`src/rtl/shift_reg_ctrl.sv`:
```
// shift_reg_ctrl: serializes a parallel word into a LAT-cycle shift register and captures it back
// Build option: define SHIFT_REG_CTRL_CHECK_EN to add loopback compare outputs.
// Ports:
//   i_clk, i_rst           clock, synchronous active-high reset
//   i_word/i_word_valid    parallel word in, o_word_ready accepts it
//   o_sr_din, o_sr_rst     serial data and reset towards the shift register
//   i_sr_dout              serial data back from the shift register
//   o_rd_word/o_rd_valid   captured word out, i_rd_ready accepts it
//   o_busy                 transaction in progress
//   o_mismatch, o_err_count  (option only) captured != sent flag, saturating error count
module shift_reg_ctrl #(
    parameter int LENGTH = 32,
    parameter int LAT    = 32
) (
    input  logic              i_clk,
    input  logic              i_rst,
    input  logic [LENGTH-1:0] i_word,
    input  logic              i_word_valid,
    output logic              o_word_ready,
    output logic              o_sr_din,
    output logic              o_sr_rst,
    input  logic              i_sr_dout,
    output logic [LENGTH-1:0] o_rd_word,
    output logic              o_rd_valid,
    input  logic              i_rd_ready,
    output logic              o_busy
`ifdef SHIFT_REG_CTRL_CHECK_EN
    ,
    output logic              o_mismatch,
    output logic [15:0]       o_err_count
`endif
);
    localparam int CW = $clog2(LAT + LENGTH + 1);
    localparam logic [CW-1:0] SEND_LAST = CW'(LENGTH - 1);
    localparam logic [CW-1:0] CAP_LAST  = CW'(LAT + LENGTH - 1);
    typedef enum logic [2:0] {IDLE, SHIFT, DRAIN, FLUSH, DONE} state_t;
    state_t            state;
    logic [CW-1:0]     cnt;
    // Rotated once per sent bit; after LENGTH rotations it holds the original word again.
    logic [LENGTH-1:0] word;
    always_ff @(posedge i_clk) begin
        if (i_rst) begin
            state        <= IDLE;
            cnt          <= '0;
            word         <= '0;
            o_word_ready <= 1'b0;
            o_sr_din     <= 1'b0;
            o_sr_rst     <= 1'b1;
            o_rd_word    <= '0;
            o_rd_valid   <= 1'b0;
            o_busy       <= 1'b0;
`ifdef SHIFT_REG_CTRL_CHECK_EN
            o_mismatch   <= 1'b0;
            o_err_count  <= '0;
`endif
        end else begin
            // Bit k comes back while cnt == LAT+k, possibly overlapping the send phase.
            if (state == SHIFT || state == DRAIN)
                for (int i = 0; i < LENGTH; i++)
                    if (cnt == CW'(LAT + i)) o_rd_word[i] <= i_sr_dout;
            case (state)
                IDLE: begin
                    o_sr_rst <= 1'b0;
                    if (i_word_valid && o_word_ready) begin
                        word         <= i_word;
                        cnt          <= '0;
                        o_word_ready <= 1'b0;
                        o_busy       <= 1'b1;
                        o_sr_din     <= i_word[0];
                        state        <= SHIFT;
                    end else begin
                        o_word_ready <= 1'b1;
                        o_sr_din     <= 1'b0;
                    end
                end
                SHIFT: begin
                    cnt      <= cnt + 1'b1;
                    word     <= {word[0], word[LENGTH-1:1]};
                    o_sr_din <= (cnt == SEND_LAST) ? 1'b0 : word[1];
                    if (cnt == SEND_LAST) state <= DRAIN;
                end
                DRAIN: begin
                    cnt <= cnt + 1'b1;
                    if (cnt == CAP_LAST) begin
                        o_sr_rst <= 1'b1;
                        state    <= FLUSH;
                    end
                end
                FLUSH: begin
                    o_sr_rst   <= 1'b0;
                    o_rd_valid <= 1'b1;
                    state      <= DONE;
`ifdef SHIFT_REG_CTRL_CHECK_EN
                    o_mismatch <= o_rd_word != word;
                    if (o_rd_word != word && o_err_count != 16'hFFFF) o_err_count <= o_err_count + 16'd1;
`endif
                end
                DONE: begin
                    if (i_rd_ready) begin
                        o_rd_valid   <= 1'b0;
                        o_busy       <= 1'b0;
                        o_word_ready <= 1'b1;
                        state        <= IDLE;
                    end
                end
                default: state <= IDLE;
            endcase
        end
    end
endmodule
```
`config.mk`:
```
export PLATFORM = sky130hd
export DESIGN_NAME = shift_reg_ctrl
export DESIGN_NICKNAME = d
export VERILOG_FILES = /design/src/rtl/shift_reg_ctrl.sv
export SDC_FILE = /design/constraint.sdc
export NUM_CORES = 1
export LEC_CHECK = 0
export CORE_AREA = 8 8 111 93
export CTS_BUF_LIST = sky130_fd_sc_hd__clkbuf_4 sky130_fd_sc_hd__clkbuf_8 sky130_fd_sc_hd__clkbuf_16
export DETAILED_ROUTE_END_ITERATION = 10
export DIE_AREA = 0 0 119 101
export HOLD_SLACK_MARGIN = 0.06
export PLACE_DENSITY = 0.7
export SLEW_MARGIN = 25
export SYNTH_ARGS = -nofsm -noshare
export SYNTH_HDL_FRONTEND = slang
export SYNTH_SLANG_ARGS = --single-unit
```
`constraint.sdc`:
```
create_clock -name i_clk -period 3 [get_ports i_clk]
set_input_delay 0.6 -clock i_clk [delete_from_list [all_inputs] [get_ports i_clk]]
set_output_delay 0.6 -clock i_clk [all_outputs]
set_load 0.02 [all_outputs]
```
=== Yosys cells after proc, flatten, opt, wreduce, memory -nomap -nowiden ===
Index checks and enable logic that the tools add are counted.

* Equal/unequal tests: 41
* Add/sub/neg operators: 1
* Multiplexer cells: 21
* Reduce and logical (&&, ||, !) cells: 49

{| class="wikitable"
|+ Operators with widths
! operator !! number
|-
| $eq A7 B6 Y1 const B || 32
|-
| $reduce_and A2 Y1 || 37
|-
| $pmux W32 S2 || 1
|-
| $mux W32 || 1
|-
| $pmux W3 S5 || 1
|-
| $pmux W7 S2 || 1
|-
| $mux W3 || 4
|-
| $pmux W1 S2 || 5
|-
| $reduce_bool A2 Y1 || 5
|-
| $add A7 B1 Y7 const B || 1
|-
| $eq A7 B5 Y1 const B || 1
|-
| $mux W1 || 7
|-
| $mux W7 || 1
|-
| $eq A3 B2 Y1 const B || 2
|-
| $ne A2 B1 Y1 const B || 2
|-
| $ne A2 B2 Y1 const B || 2
|-
| $reduce_and A4 Y1 || 1
|-
| $reduce_or A2 Y1 || 2
|-
| $eq A3 B1 Y1 const B || 1
|-
| $eq A3 B3 Y1 const B || 1
|-
| $logic_not A3 Y1 || 1
|-
| $reduce_and A3 Y1 || 1
|-
| $logic_and A1 B1 Y1 || 1
|-
| $logic_or A1 B1 Y1 || 1
|}

* Logic and storage cells: 152
* Bits in registers: 79
* Bits of input ports: 37

=== Logic depth before layout (Yosys ltp) ===
* Word-level depth: 4
* Depth in mapped cells: 7

=== Least setup slack after synthesis ===
OpenSTA, ideal clock, no wires.

* Path type: in2reg
* Start: input i_rst
* End: register o_rd_word[11]
* Setup slack: 1299 ps
* Arrival: 1569 ps
* Setup time: 132 ps
* Data required time: 2868 ps
* Path buffers: 3
* Stages on the path: 5
* Cell sequence: clkbuf_1 nand2b_1 buf_1 clkbuf_1 mux2i_1

{| class="wikitable"
|+ RTL lines
! item !! line !! RTL
|-
| from (decl) || 16 || <nowiki>input logic i_rst,</nowiki>
|-
| to (signal, indexed assignment) || 60 || <nowiki>if (cnt == CW'(LAT + i)) o_rd_word[i] <= i_sr_dout;</nowiki>
|-
| to (decl) || 23 || <nowiki>output logic [LENGTH-1:0] o_rd_word,</nowiki>
|}

=== Worst setup path after layout ===
* Start: register o_word_ready
* End: output o_word_ready

{| class="wikitable"
|+ RTL lines
! item !! line !! RTL
|-
| from (decl) || 19 || <nowiki>output logic o_word_ready,</nowiki>
|-
| from (signal assigned) || 46 || <nowiki>o_word_ready <= 1'b0;</nowiki>
|-
| from (signal assigned) || 67 || <nowiki>o_word_ready <= 1'b0;</nowiki>
|-
| from (signal assigned) || 72 || <nowiki>o_word_ready <= 1'b1;</nowiki>
|}

No word-level cell between the ends.

==> flow_summary.toml <==
[placement]
hpwl_mm = 6.01
dp.cells = 600
io_buffers = 73
gp_congestion = 0.846

[global_routing]
overflow = 0
grt_pass1_vias = 3066
grt_usage_pct = 14.9
antenna_found_initial = 0
grt_start_max_net_pins = 65
grt_pass1_wl_mm = 14.8

[timing]
tns_ps = 0
hold_viol_final = 0
fin_skew_ps = 13.1
finalCriticalPeriod_ps = 1980
fmax_ghz = 0.504
min_period_over_period_pct = 66.1
hold-worst-slack_ps = 476
slew_headroom_pct = 53.3
rsz0062_at_grt = "false"
slew_violations = 0
tightest_slew_ps = 696
setup_viol = 0

[finish]
multi_input_area_mm2 = 0.00194
insertedDiodeCount = 0
layout.nets = 537
area_growth_pct = 26.2
fillCellCount = 840
layout-drive-gt1-share_pct = 6.60
final_util_pct = 54.1
ff_latch_area_mm2 = 0.00158
final_cells = 615
layout_common_cells = "79 x nand2_1, 79 x dfxtp_1, 72 x clkdlybuf4s50_1"

[setup_path]
cp.depth = 1
r2r_cells = 5
critical_path.reg2reg.endpoint = "o_rd_word[0]"
cp.required_ps = 2400
worst-setup-path-type = "reg2out"
startpoint_type = "flip-flop"
cp_max_fo = 4
reg2reg_from = "state[1]"
cp-startpoint = "o_word_ready"
worst_ep_arrival_time_ps = 1380
crit_path_max_incr_delay_ps = 630
end_kind = "output port"
ff2ff_setup_slack_ps = 1110
worstPathCellList = "clkdlybuf4s50_1"
critPathTopFamily = "buffers and inverters"
endpoint = "o_word_ready"
cp_slowest_cell = "clkdlybuf4s50_1"
crit_buf_inv = 1

[floorplan]
num_rows = 31
ios = 74
die_y_um = 101
die_w_um = 119
initial_core_util_pct = 42.8
coreArea_mm2 = 0.00865
fp.dieArea_mm2 = 0.0120

[logic_synthesis]
netlist_instances = 444
synth.avg_cell_area_um2 = 8.34
yosysWarnings = 0
syn_area_mm2 = 0.00370
ys_seq_elements = 79
synth_ff_type = "dfxtp_1"
ys_seq_area_share_pct = 42.7
synth_edf_count = 0
yosysUniqueCellTypes = 45
ys_async_sr_fraction_pct = 0
synth_nets = 485

[drt]
wl_met1_mm = 4.39
drtPass1Iterations = 7
ant_nets = 0
dr_wl_met2_mm = 3.93
drc = 0
drtIter0Drc = 299
wl_met3_um = 522
via_count = 3289
vias_per_cell = 5.35
wirelength_mm = 8.94
topRoutingLayerUsed = "met4"
wire_per_inst_um = 14.5

[cts]
cts-root-buf = "clkbuf_8"
holdBufCountCts = 0
cts_sinks = 79
clk_path_buf_depth = 2
cts_setup_buffers = 0
cts_resized = 0
cts_buffers = 9
clk_pin_slew_ps = 80
cts_max_level = 3
cts_tree = "yes"
clk_latency_ps = 350

[status]
outcome = "complete, no violations"

[run]
cap_violations = 0

[pwr]
p_leak_nw = 1.69
power.density_mw_per_mm2 = 481
ir_drop_uv = 189

[worst_hold_path]
hp-class = "reg2reg"
## metal layers
| metal | global-route usage (%) | vias to the layer above |
|---|---|---|
| met5 | 0 | - |
| met4 | 5.53 | 0 |
| met3 | 5.38 | 9 |
| met2 | 22.2 | 63 |
| met1 | 19.4 | 1548 |
| li1 | - | 1669 |
## report_power, final
| group | internal, mW | switching, mW | total (mW) | leakage [nW] |
|---|---|---|---|---|
| Sequential | 1.10 | 0.0313 | 1.13 | 0.643 |
| Combinational | 0.115 | 0.136 | 0.251 | 0.933 |
| Clock | 0.494 | 0.373 | 0.867 | 0.113 |
## how the worst min path moves through the flow
stage / slack, ps / start / end / cells past startpoint
floorplan: 460 / word[10] / word[10] / 2
global placement: 470 / word[26] / word[26] / 2
detailed placement: 470 / word[28] / word[28] / 2
CTS: 480 / word[3] / word[3] / 2
global route: 500 / word[3] / word[3] / 2
finish: 480 / word[3] / word[3] / 2
## stage by stage
| step | total power [mW] | worst slack [ps] | instance area, um2 |
|---|---|---|---|
| after CTS | 2.27 | 998 | 4680 |
| after global placement | 1.40 | 692 | 4460 |
| after floorplan | 1.31 | 1300 | 3700 |
| final | 2.25 | 1020 | 4680 |
| after global routing | 2.35 | 940 | 4680 |
| after detailed placement | 1.41 | 697 | 4460 |
## flip-flops by register name (all words and copies together), names as in the netlist
signal	flops
o_sr_rst	1
o_busy	1
o_rd_valid	1
state	3
o_word_ready	1
word	32
o_sr_din	1
cnt	7
o_rd_word	32
## cells by family (layout without fill, tap and decap cells)
kind of cell    Yosys count  count (layout)  share of synthesized area [%]
simple gates            221             221                           28.7
flops                    79              79                           42.7
compound gates           69              69                           14.5
buf+inv                  43              99                           5.10
mux                      26              26                           7.02
fa+ha+maj                 4               4                           1.35
xor+xnor                  2               2                          0.676
## cells in the mapped netlist, types with 2 or more instances
master / number / area (um2)
dfxtp_1: 79 / 1580
nand2_1: 79 / 297
nor2_1: 52 / 195
a311oi_1: 35 / 307
mux2i_1: 26 / 260
clkbuf_1: 23 / 86.3
nand2b_1: 23 / 144
nor3_1: 13 / 65.1
nand3_1: 12 / 60.1
nor4_1: 11 / 68.8
a21oi_1: 10 / 50.1
nor2b_1: 10 / 62.6
o21ai_0: 7 / 35.0
buf_1: 6 / 22.5
buf_4: 6 / 45.0
nand4b_1: 6 / 52.6
a21bo_2: 4 / 40.0
buf_2: 4 / 20.0
ha_1: 4 / 50.1
inv_1: 4 / 15.0
a211oi_1: 3 / 22.5
and2_1: 2 / 12.5
o31ai_1: 2 / 15.0
or4b_1: 2 / 20.0
## area by class of cell
cell class,instances,share of cell area [%]
timing repair buffer,80,16.6
inverter,4,0.321
sequential,79,33.8
multi-input combinational,322,41.5
tap,115,3.08
clock inverter,4,1.50
clock buffer,11,3.10
Note: power is estimated with default switching activity, not from simulation.
